==> src/rtl/expr_string_tx_if.sv <==
// Load/stream bundle for the expression-string transmitter.
// master = load requester and byte sink, slave = the transmitter.
interface expr_string_tx_if #(
   parameter int MAX_TERMS = 8,
   parameter int CNT_W     = $clog2(MAX_TERMS + 1)
);
   localparam int OPS_W = (MAX_TERMS > 1) ? MAX_TERMS - 1 : 1;

   logic                   start;
   logic [CNT_W-1:0]       num_terms;
   logic [4*MAX_TERMS-1:0] digits;
   logic [OPS_W-1:0]       ops;
   logic [7:0]             out_byte;
   logic                   out_valid;
   logic                   out_ready;
   logic                   out_last;
   logic                   busy;
   logic                   done;
   logic                   err;

   modport master (
      output start, num_terms, digits, ops, out_ready,
      input  out_byte, out_valid, out_last, busy, done, err
   );

   modport slave (
      input  start, num_terms, digits, ops, out_ready,
      output out_byte, out_valid, out_last, busy, done, err
   );
endinterface

==> src/rtl/expr_string_tx.sv <==
// Byte-serial transmitter: streams "digit (op digit)*" as ASCII from a
// parallel-loaded list of BCD terms and operator selects.
module expr_string_tx #(
   parameter int MAX_TERMS = 8,
   parameter int CNT_W     = $clog2(MAX_TERMS + 1)
) (
   input logic             clk,
   input logic             clr,
   expr_string_tx_if.slave bus
);
   localparam int OPS_W = (MAX_TERMS > 1) ? MAX_TERMS - 1 : 1;

   typedef enum logic [1:0] {S_IDLE, S_DIGIT, S_OP, S_FINISH} state_t;

   state_t                 state_q, state_d;
   logic [CNT_W-1:0]       idx_q, idx_d;
   logic [CNT_W-1:0]       n_q, n_d;
   logic [4*MAX_TERMS-1:0] dig_q, dig_d;
   logic [OPS_W-1:0]       ops_q, ops_d;
   logic [7:0]             out_byte_q, out_byte_d;
   logic                   out_valid_q, out_valid_d;
   logic                   out_last_q, out_last_d;
   logic                   busy_q, busy_d;
   logic                   done_q, done_d;
   logic                   err_q, err_d;

   logic                   req_ok;
   logic                   hs;
   logic [CNT_W-1:0]       idx_nx;
   logic [CNT_W-1:0]       last_idx;
   logic [4*MAX_TERMS-1:0] dig_sh;
   logic [OPS_W-1:0]       ops_sh;

   // A request is legal when n is in range and every used term is BCD.
   always_comb begin
      req_ok = (bus.num_terms != '0) && (bus.num_terms <= CNT_W'(MAX_TERMS));
      for (int i = 0; i < MAX_TERMS; i++) begin
         if (i < int'(bus.num_terms) && bus.digits[4*i +: 4] > 4'd9) req_ok = 1'b0;
      end
   end

   assign hs       = out_valid_q && bus.out_ready;
   assign idx_nx   = idx_q + CNT_W'(1);
   assign last_idx = n_q - CNT_W'(1);
   assign dig_sh   = dig_q >> {idx_nx, 2'b00};
   assign ops_sh   = ops_q >> idx_q;

   always_comb begin
      // NOTE: every output of this block gets a default first, so no path
      // leaves a variable unassigned and no latch is inferred.
      state_d     = state_q;
      idx_d       = idx_q;
      n_d         = n_q;
      dig_d       = dig_q;
      ops_d       = ops_q;
      out_byte_d  = out_byte_q;
      out_valid_d = out_valid_q;
      out_last_d  = out_last_q;
      busy_d      = busy_q;
      done_d      = 1'b0;
      err_d       = 1'b0;

      unique case (state_q)
         S_IDLE: begin
            if (bus.start) begin
               if (req_ok) begin
                  n_d         = bus.num_terms;
                  dig_d       = bus.digits;
                  ops_d       = bus.ops;
                  idx_d       = '0;
                  busy_d      = 1'b1;
                  out_byte_d  = 8'h30 + {4'h0, bus.digits[3:0]};
                  out_valid_d = 1'b1;
                  out_last_d  = (bus.num_terms == CNT_W'(1));
                  state_d     = S_DIGIT;
               end else begin
                  err_d = 1'b1;
               end
            end
         end
         S_DIGIT: begin
            if (hs) begin
               if (idx_q == last_idx) begin
                  out_valid_d = 1'b0;
                  out_last_d  = 1'b0;
                  busy_d      = 1'b0;
                  done_d      = 1'b1;
                  state_d     = S_FINISH;
               end else begin
                  out_byte_d = ops_sh[0] ? 8'h2A : 8'h2B;
                  out_last_d = 1'b0;
                  state_d    = S_OP;
               end
            end
         end
         S_OP: begin
            // Advance to the term after this operator.
            if (hs) begin
               idx_d      = idx_nx;
               out_byte_d = 8'h30 + {4'h0, dig_sh[3:0]};
               out_last_d = (idx_nx == last_idx);
               state_d    = S_DIGIT;
            end
         end
         S_FINISH: state_d = S_IDLE;
         default:  state_d = S_IDLE;
      endcase
   end

   // NOTE: sequential state uses non-blocking assignments so every register
   // samples the pre-edge values regardless of statement order.
   always_ff @(posedge clk) begin
      if (clr) begin
         state_q     <= S_IDLE;
         idx_q       <= '0;
         out_byte_q  <= '0;
         out_valid_q <= 1'b0;
         out_last_q  <= 1'b0;
         busy_q      <= 1'b0;
         done_q      <= 1'b0;
         err_q       <= 1'b0;
      end else begin
         state_q     <= state_d;
         idx_q       <= idx_d;
         out_byte_q  <= out_byte_d;
         out_valid_q <= out_valid_d;
         out_last_q  <= out_last_d;
         busy_q      <= busy_d;
         done_q      <= done_d;
         err_q       <= err_d;
      end
   end

   // NOTE: the shadow copies are deliberately left without reset; they are
   // only read after a load has overwritten them.
   always_ff @(posedge clk) begin
      n_q   <= n_d;
      dig_q <= dig_d;
      ops_q <= ops_d;
   end

   assign bus.out_byte  = out_byte_q;
   assign bus.out_valid = out_valid_q;
   assign bus.out_last  = out_last_q;
   assign bus.busy      = busy_q;
   assign bus.done      = done_q;
   assign bus.err       = err_q;
endmodule

==> src/flat_wrapper.sv <==
// flat-port wrapper written by rule: the top's interface ports become plain ports
module expr_string_tx_flat 
#(
   parameter int MAX_TERMS = 8,
   parameter int CNT_W     = $clog2(MAX_TERMS + 1)
)
  (clk, clr, bus_start, bus_num_terms, bus_digits, bus_ops, bus_out_ready, bus_out_byte, bus_out_valid, bus_out_last, bus_busy, bus_done, bus_err);
  expr_string_tx_if #(.MAX_TERMS(MAX_TERMS), .CNT_W(CNT_W)) bus_i ();
  input logic clk;
  input logic clr;
  input wire logic [$bits(bus_i.start)-1:0] bus_start;
  input wire logic [$bits(bus_i.num_terms)-1:0] bus_num_terms;
  input wire logic [$bits(bus_i.digits)-1:0] bus_digits;
  input wire logic [$bits(bus_i.ops)-1:0] bus_ops;
  input wire logic [$bits(bus_i.out_ready)-1:0] bus_out_ready;
  output wire logic [$bits(bus_i.out_byte)-1:0] bus_out_byte;
  output wire logic [$bits(bus_i.out_valid)-1:0] bus_out_valid;
  output wire logic [$bits(bus_i.out_last)-1:0] bus_out_last;
  output wire logic [$bits(bus_i.busy)-1:0] bus_busy;
  output wire logic [$bits(bus_i.done)-1:0] bus_done;
  output wire logic [$bits(bus_i.err)-1:0] bus_err;
  assign bus_i.start = bus_start;
  assign bus_i.num_terms = bus_num_terms;
  assign bus_i.digits = bus_digits;
  assign bus_i.ops = bus_ops;
  assign bus_i.out_ready = bus_out_ready;
  assign bus_out_byte = bus_i.out_byte;
  assign bus_out_valid = bus_i.out_valid;
  assign bus_out_last = bus_i.out_last;
  assign bus_busy = bus_i.busy;
  assign bus_done = bus_i.done;
  assign bus_err = bus_i.err;
  expr_string_tx #(.MAX_TERMS(MAX_TERMS), .CNT_W(CNT_W)) u_core (.clk(clk), .clr(clr), .bus(bus_i));
endmodule
==> config.mk <==
export PLATFORM = sky130hd
export DESIGN_NAME = expr_string_tx_flat
export DESIGN_NICKNAME = d
export VERILOG_FILES = /design/src/rtl/expr_string_tx_if.sv /design/src/rtl/expr_string_tx.sv /design/src/flat_wrapper.sv
export SDC_FILE = /design/constraint.sdc
export NUM_CORES = 1
export LEC_CHECK = 0
export ABC_AREA = 1
export ABC_CLOCK_PERIOD_IN_PS = 4700
export CAP_MARGIN = 30
export CORE_ASPECT_RATIO = 1.25
export CORE_MARGIN = 2
export CORE_UTILIZATION = 51
export CTS_CLUSTER_DIAMETER = 30
export DETAILED_ROUTE_END_ITERATION = 16
export GPL_ROUTABILITY_DRIVEN = 0
export HOLD_SLACK_MARGIN = 0.08
export PLACE_DENSITY = 0.87
export SYNTH_ARGS = -nofsm -noshare
export SYNTH_HDL_FRONTEND = slang
export SYNTH_SLANG_ARGS = --single-unit
==> constraint.sdc <==
create_clock -name clk -period 4.7 [get_ports clk]
set_clock_uncertainty 0.2 [all_clocks]
set_input_delay 1.175 -clock clk [delete_from_list [all_inputs] [get_ports clk]]
set_output_delay 1.175 -clock clk [all_outputs]
set_load 0.02 [all_outputs]
# After elaboration in Yosys (flattened, before gate mapping)
# Index checks and enable logic that the tools add are counted.
[classes] shifts=2 n_bitwise=4 n_eq_ne=12 n_addsub=4 n_lt_le_gt_ge=17 n_mux=37 reduce_logical=23
[ops] op="$mux 8" n=5
[ops] op="$gt 4x4->1 const B" n=8
[ops] op="$shr 32x6->4" n=1
[ops] op="$pmux 8 s3" n=1
[ops] op="$mux 1" n=20
[ops] op="$lt 3x4->1 const A" n=4
[ops] op="$add 6x4->7 const A" n=2
[ops] op="$mux 4" n=3
[ops] op="$logic_and 1x1->1" n=10
[ops] op="$reduce_and 5->1" n=2
[ops] op="$eq 4x4->1" n=2
[ops] op="$lt 1x4->1 const A" n=2
[ops] op="$lt 2x4->1 const A" n=2
[ops] op="$mux 2" n=4
[ops] op="$ne 2x1->1 const B" n=4
[ops] op="$pmux 2 s4" n=1
[ops] op="$pmux 4 s2" n=1
[ops] op="$reduce_and 4->1" n=2
[ops] op="$shr 7x4->1" n=1
[ops] op="$reduce_and 6->1" n=1
[ops] op="$reduce_or 3->1" n=2
[ops] op="$add 4x1->4 const B" n=1
[ops] op="$eq 2x2->1 const B" n=2
[ops] op="$eq 4x1->1 const B" n=1
[ops] op="12 further kinds" n=17
[totals] regBits=61 word_cells=109

# Longest topological paths before layout
# Gate-level depths: netlist of the first run.
[logic_depth] ltp_word=13 depth_mapped=15 ltp_nobuf=14

# Least setup slack after synthesis of the first run
# No wires, ideal clock.
[synth_timing] path_type="input -> register" startpoint="input port bus_digits[6]" endpoint="register u_core.dig_q[0], enable pin" setup_ns=0.443 required_time_ns=4.057 arrival_ns=3.601 cell_stages=6 path_buffers=0 slack_ns=0.456 cell_sequence="or2_2 -> nand3_1 -> nand3_1 -> nor2_2 -> nand2_2 -> nor2_1"
[synth_via] elab_chain_cells=10
[synth_rtl] item="start: declaration" line="flat_wrapper.sv:13" source="input wire logic [$bits(bus_i.digits)-1:0] bus_digits;"
[synth_rtl] item="$gt 4x4->1" line="expr_string_tx.sv:38" source="if (i < int'(bus.num_terms) && bus.digits[4*i +: 4] > 4'd9) req_ok = 1'b0;"
[synth_rtl] item="$logic_and 1x1->1" line="expr_string_tx.sv:38"
[synth_rtl] item="$mux 1 (7 in series)" line="expr_string_tx.sv:38"
[synth_rtl] item="$reduce_and 3->1 (no source line)"
[synth_rtl] item="end signal: assignment" line="expr_string_tx.sv:138" source="dig_q <= dig_d;"
[synth_rtl] item="end: declaration" line="expr_string_tx.sv:18" source="logic [4*MAX_TERMS-1:0] dig_q, dig_d;"
# No other way between the ends.
# A chain may end at the register's enable or synchronous reset.

# Worst setup path after layout of the first run
[layout_timing] startpoint="input port bus_num_terms[3]" endpoint="register u_core.ops_q[4], enable pin"
[layout_via] elab_chain_cells=11 word_cells_on_any_way=28
[layout_rtl] item="start: declaration" line="flat_wrapper.sv:12" source="input wire logic [$bits(bus_i.num_terms)-1:0] bus_num_terms;"
[layout_rtl] item="$le 4x4->1 (tied with other cells)" line="expr_string_tx.sv:36" source="req_ok = (bus.num_terms != '0) && (bus.num_terms <= CNT_W'(MAX_TERMS));"
[layout_rtl] item="$logic_and 1x1->1, on equally long branches" line="expr_string_tx.sv:36, expr_string_tx.sv:38"
[layout_rtl] item="$mux 1 (7 in series)" line="expr_string_tx.sv:38"
[layout_rtl] item="$mux 1 (*)" line="expr_string_tx.sv:38"
[layout_rtl] item="$reduce_and 3->1 (no source line) (*)"
[layout_rtl] item="end signal: assignment" line="expr_string_tx.sv:139" source="ops_q <= ops_d;"
[layout_rtl] item="end: declaration" line="expr_string_tx.sv:19" source="logic [OPS_W-1:0] ops_q, ops_d;"
# Every way passes the cells marked *; elsewhere a longest branch is shown, timed or not.

==> results of run 1 <==
[cells by family after synthesis]
| kind of cell | Yosys count | share of synthesized area, % |
|---|---|---|
| xor gates and xnor gates | 4 | 1.18 |
| other | 1 | 0.126 |
| and+or+nand+nor | 180 | 26.9 |
| adders and majority gates | 8 | 3.36 |
| AOI/OAI and AO/OA | 36 | 6.92 |
| buffers and inverters | 52 | 7.43 |
| DFF | 59 | 54.0 |
[sequential cells by signal, indices dropped and copies added (netlist names)]
register and count:
u_core.dig_q 32, u_core.ops_q 7, u_core.bus.out_byte 6, u_core.idx_q 4
u_core.n_q 4, u_core.state_q 2, u_core.bus.done 1, u_core.bus.err 1
u_core.bus.out_last 1, u_core.bus.out_valid 1
[worst min-delay path, delay by kind of cell, from the launching register on]
kind | cells | cell delay [ps]
compound gates | 1 | 50
buf+inv | 1 | 50
flops | 1 | 310
[layout by cell type, fill, tap and decap left out, types with 8 or more instances in the layout]
master,instances
nand3_1,34
a21oi_1,9
nor2_1,42
clkdlybuf4s50_1,57
dfxtp_1,16
o21ai_0,18
inv_1,38
nand2_1,79
ha_1,8
clkbuf_8,9
edfxtp_1,43
[final cells by class]
cell class | instances | area [um^2]
clock inverters | 7 | 58.8
inverters | 41 | 154
fillers | 476 | 1970
repair buffers | 58 | 578
well taps | 66 | 82.6
flip-flops and latches | 59 | 1610
multi-input cells | 230 | 1160
clock buffers | 9 | 124
[worst paths after layout]
check                                         endpoint  slack, ps  cells after the start
worst max-delay path                   u_core.ops_q[4]       1540                      9
worst min-delay path            u_core.bus.out_byte[5]        250                      2
worst max register to register  u_core.bus.out_byte[2]       1920                      9
worst min register to register  u_core.bus.out_byte[5]        250                      2
[Yosys cell counts (5+ instances only)]
library cell / n / share of area [%]
inv_1: 38 / 4.8
nor2_1: 43 / 5.4
nand4_1: 7 / 1.5
dfxtp_1: 16 / 11
nand3_1: 34 / 5.7
ha_1: 8 / 3.4
nand2_1: 79 / 9.9
a21oi_1: 9 / 1.5
o21ai_0: 18 / 3.0
edfxtp_1: 43 / 43
nand2_2: 5 / 1.0
[power breakdown]
part	switching [mW]	internal (mW)	total [mW]
sequential	0.0270	0.600	0.627
combinational	0.293	0.185	0.478
clock	0.202	0.237	0.439
total	0.521	1.02	1.54
[routing by layer]
layer / up-vias / wire (um)
met5: - / 0
met4: 0 / 252
met3: 24 / 381
met2: 113 / 3480
met1: 1162 / 2780
li1: 1241 / -
==> flow_metrics.env, run 1 <==
export IMPL_reg2reg_from="u_core.idx_q[0]"
export IMPL_worst_slew_pin_slew_ps=814
export IMPL_port_buffers=57
export IMPL_postCtsHoldBufs=0
export IMPL_drive_above_1_share_pct=7.67
export IMPL_area_growth_pct=26.4
export IMPL_grt_busiest_layer="met2"
export IMPL_drtIter0Drc=198
export IMPL_rsz0062_at_grt="false"
export IMPL_seq_area_frac_synth_pct=54.0
export IMPL_hold_start="u_core.bus.out_byte[5]"
export IMPL_vias=2540
export IMPL_synth_area_um2=2980
export IMPL_fin_setup_tns_ps=0
export IMPL_status="finished, final reports clean"
export IMPL_final_nets=454
export IMPL_routed_wl_mm=6.90
export IMPL_hp_class="flip-flop to flip-flop"
export IMPL_synth_seq_cells=59
export IMPL_grt_pass1_wl_mm=11.4
export IMPL_hold_violations=0
export IMPL_grt_overflow_total=0
export IMPL_setup_viol=0
export IMPL_endpoint_kind="flip-flop"
export IMPL_dp_cells=454
export IMPL_cts_resized=0
export IMPL_power_leakage_nw=1.49
export IMPL_finalPower_mw=1.54
export IMPL_clk_latency_ps=350
export IMPL_viasPerCell=5.40
export IMPL_peakVddDrop_mv=0.218
export IMPL_synthCells=340
export IMPL_ys_types=34
export IMPL_grtUsageMet1_pct=28.3
export IMPL_instances_no_fill=470
export IMPL_grt_use_met2_pct=40.3
export IMPL_grtUsageMet3_pct=3.95
export IMPL_finalMaxSlewViolations=0
export IMPL_post_drt_wl_per_cell_um=14.7
export IMPL_path_buf_inv=2
export IMPL_timing_final_ws_setup_ps=1540
export IMPL_drc=0
export IMPL_preCtsSetupSlack_ps=1210
export IMPL_hold_worst_slack_ps=250
export IMPL_fmax_ghz=0.316
export IMPL_period_share_pct=67.3
export IMPL_cp_required_ps=4490
export IMPL_worstSetupPathType="input pin to flip-flop"
export IMPL_htree_num_levels=3
export IMPL_place_area_um2=3590
export IMPL_synthArstFlopShare_pct=0
export IMPL_firstDrtPassIters=5
export IMPL_critPathMaxStageDelay_ps=510
export IMPL_initial_core_util_pct=51.9
export IMPL_antenna_found_initial=0
export IMPL_die_area_um2=6480
export IMPL_cp_max_fo=43
export IMPL_ant_nets=0
export IMPL_final_area_um2=3770
export IMPL_std_cell_rows=31
export IMPL_grt_max_degree=44
export IMPL_startpoint_type="input pin"
export IMPL_worstPathArrival_ps=2950
export IMPL_die_height_um=89.5
export IMPL_core_um2=5740
export IMPL_grt_total_usage_pct=23.7
export IMPL_cap_violations=0
export IMPL_cts_inserted_buffers=9
export IMPL_min_period_ps=3160
export IMPL_die_w_um=72.4
export IMPL_avgSynthCellArea_um2=8.77
export IMPL_cts_sinks=59
export IMPL_crit_start="bus_num_terms[3]"
export IMPL_ioPinCount=60
export IMPL_hpwl_mm=4.93
export IMPL_n_antenna_cell=0
export IMPL_cts_root_buf="clkbuf_8"
export IMPL_crit_slowest_cell="clkdlybuf4s50_1"
export IMPL_maxSlewHeadroom_pct=45.7
export IMPL_cts_setup_buffers=0
export IMPL_first_global_vias=2434
export IMPL_crit_chain="clkdlybuf4s50_1 > nor2_2 > nand2_1 > nand3_1 > nand3_1 > nor2_2 > nand2_2 > nor2_4 > buf_4"
export IMPL_final_core_util_pct=65.6
export IMPL_ys_warn_count=0
export IMPL_p_per_area_nw_per_um2=410
export IMPL_synth_edf_count=43
export IMPL_clockBufferDepth=2
export IMPL_clk_pin_slew_worst_paths_ps=70
export IMPL_synth_ff_type="edfxtp_1"
export IMPL_cts_tree="done"
export IMPL_critPathTopFamily="buffers and inverters"
Note: power is estimated with default switching activity, not from simulation.
==> inputs of run 2 (changes only) <==
Settings changed: ABC_CLOCK_PERIOD_IN_PS 4700 to 3300.
Clock period 4.7 ns to 3.3 ns, I/O delays scaled along.
==> flow_metrics.env, run 2 (synthesis gave the netlist of run 1 again) <==
export IMPL_cts_tree="done"
export IMPL_drc=0
export IMPL_n_antenna_cell=0
export IMPL_grt_overflow_total=0
export IMPL_startpoint_type="input pin"
export IMPL_worstPathArrival_ps=2410
export IMPL_cts_setup_buffers=0
export IMPL_ant_nets=0
export IMPL_cts_inserted_buffers=9
export IMPL_cap_violations=0
export IMPL_vias=2520
export IMPL_grt_use_met2_pct=37.1
export IMPL_die_w_um=72.4
export IMPL_crit_chain="clkdlybuf4s50_1 > inv_1 > nor2_2 > nand2_1 > nand2_1 > nand2_1 > inv_1 > nand2_1 > nand2_1 > nand2_2 > nor2_4 > buf_12"
export IMPL_std_cell_rows=31
export IMPL_cp_max_fo=43
export IMPL_r2r_slack_ps=1030
export IMPL_clockBufferDepth=2
export IMPL_htree_num_levels=3
export IMPL_cts_sinks=59
export IMPL_rsz0062_at_grt="false"
export IMPL_finalPower_mw=2.10
export IMPL_finalMaxSlewViolations=0
export IMPL_grtUsageMet3_pct=4.17
export IMPL_worst_r2r_path_depth=10
export IMPL_clk_latency_ps=340
export IMPL_grt_pass1_wl_mm=10.5
export IMPL_firstDrtPassIters=5
export IMPL_final_nets=456
export IMPL_multiInputGateArea_um2=1160
export IMPL_largest_reg_flops=32
export IMPL_seqCellArea_um2=1610
export IMPL_min_period_ps=2580
export IMPL_peakVddDrop_mv=0.273
export IMPL_port_buffers=57
export IMPL_initial_core_util_pct=51.9
export IMPL_die_area_um2=6480
export IMPL_grt_busiest_layer="met2"
export IMPL_ioPinCount=60
export IMPL_cts_resized=0
export IMPL_core_um2=5740
export IMPL_worst_slew_pin_slew_ps=549
export IMPL_final_area_um2=3770
export IMPL_fin_setup_tns_ps=0
export IMPL_cp_required_ps=3130
export IMPL_final_cell_mix="nand2_1, clkdlybuf4s50_1, edfxtp_1"
export IMPL_power_leakage_nw=1.50
export IMPL_final_core_util_pct=65.7
export IMPL_grt_max_degree=44
export IMPL_fmax_ghz=0.387
export IMPL_setup_viol=0
export IMPL_grt_total_usage_pct=21.6
export IMPL_drtIter0Drc=124
export IMPL_critPathMaxStageDelay_ps=550
export IMPL_grtUsageMet1_pct=24.9
export IMPL_path_common_cell="nand2_1"
export IMPL_period_share_pct=78.2
export IMPL_antenna_found_initial=0
export IMPL_p_per_area_nw_per_um2=556
export IMPL_routed_wl_mm=6.41
export IMPL_viasPerCell=5.34
export IMPL_postCtsHoldBufs=0
export IMPL_hpwl_mm=4.75
export IMPL_hp_class="flip-flop to flip-flop"
export IMPL_maxSlewHeadroom_pct=63.1
export IMPL_regMostFlops="u_core.dig_q"
export IMPL_hold_violations=0
export IMPL_place_area_um2=3610
export IMPL_fill_cells=472
export IMPL_first_global_vias=2408
export IMPL_hold_worst_slack_ps=255
export IMPL_cts_root_buf="clkbuf_8"
export IMPL_post_drt_wl_per_cell_um=13.6
export IMPL_die_height_um=89.5
export IMPL_hold_depth=2
export IMPL_status="finished, final reports clean"
export IMPL_final_common_cell="nand2_1"
export IMPL_clk_pin_slew_worst_paths_ps=60
export IMPL_crit_slowest_cell="clkdlybuf4s50_1"
export IMPL_worstSetupPathType="input pin to flip-flop"
export IMPL_endpoint_kind="flip-flop"
export IMPL_area_growth_pct=26.6
export IMPL_drive_above_1_share_pct=8.37
-- run 2: where the power goes --
group	switching, mW	total, mW	internal [mW]
Clock	0.275	0.540	0.265
Sequential	0.0345	0.889	0.855
Combinational	0.401	0.668	0.266
-- run 2: routing by layer --
metal	vias up	wire, um
met5	-	0
met1	1173	2610
met3	16	312
met4	0	199
met2	90	3290
li1	1241	-
-- run 2: worst paths after layout --
kind	start	end
worst max register to register	u_core.idx_q[1]	u_core.bus.out_byte[0]
worst max-delay path	bus_num_terms[2]	u_core.ops_q[2]
worst min-delay path	u_core.bus.out_byte[5]	u_core.bus.out_byte[5]
worst min register to register	u_core.bus.out_byte[5]	u_core.bus.out_byte[5]
-- run 2: final cells by class --
cell class | instances | share of cell area (%)
sequential | 59 | 42.7
tap | 66 | 2.19
clock inverter | 6 | 0.862
clock buffer | 10 | 3.38
multi-input combinational | 230 | 30.7
inverter | 41 | 4.08
timing repair buffer | 60 | 16.0
-- run 2: stage by stage --
stage               std cells  setup WS [ps]
floorplan                 341            125
global placement          456            468
detailed placement        456            369
CTS                       472            726
global route              472            557
finish                    472            719
-- run 2: worst max-delay path: cells and delay by family --
kind	cells	cell delay, ps
buffers and inverters	4	940
and+or+nand+nor	8	620
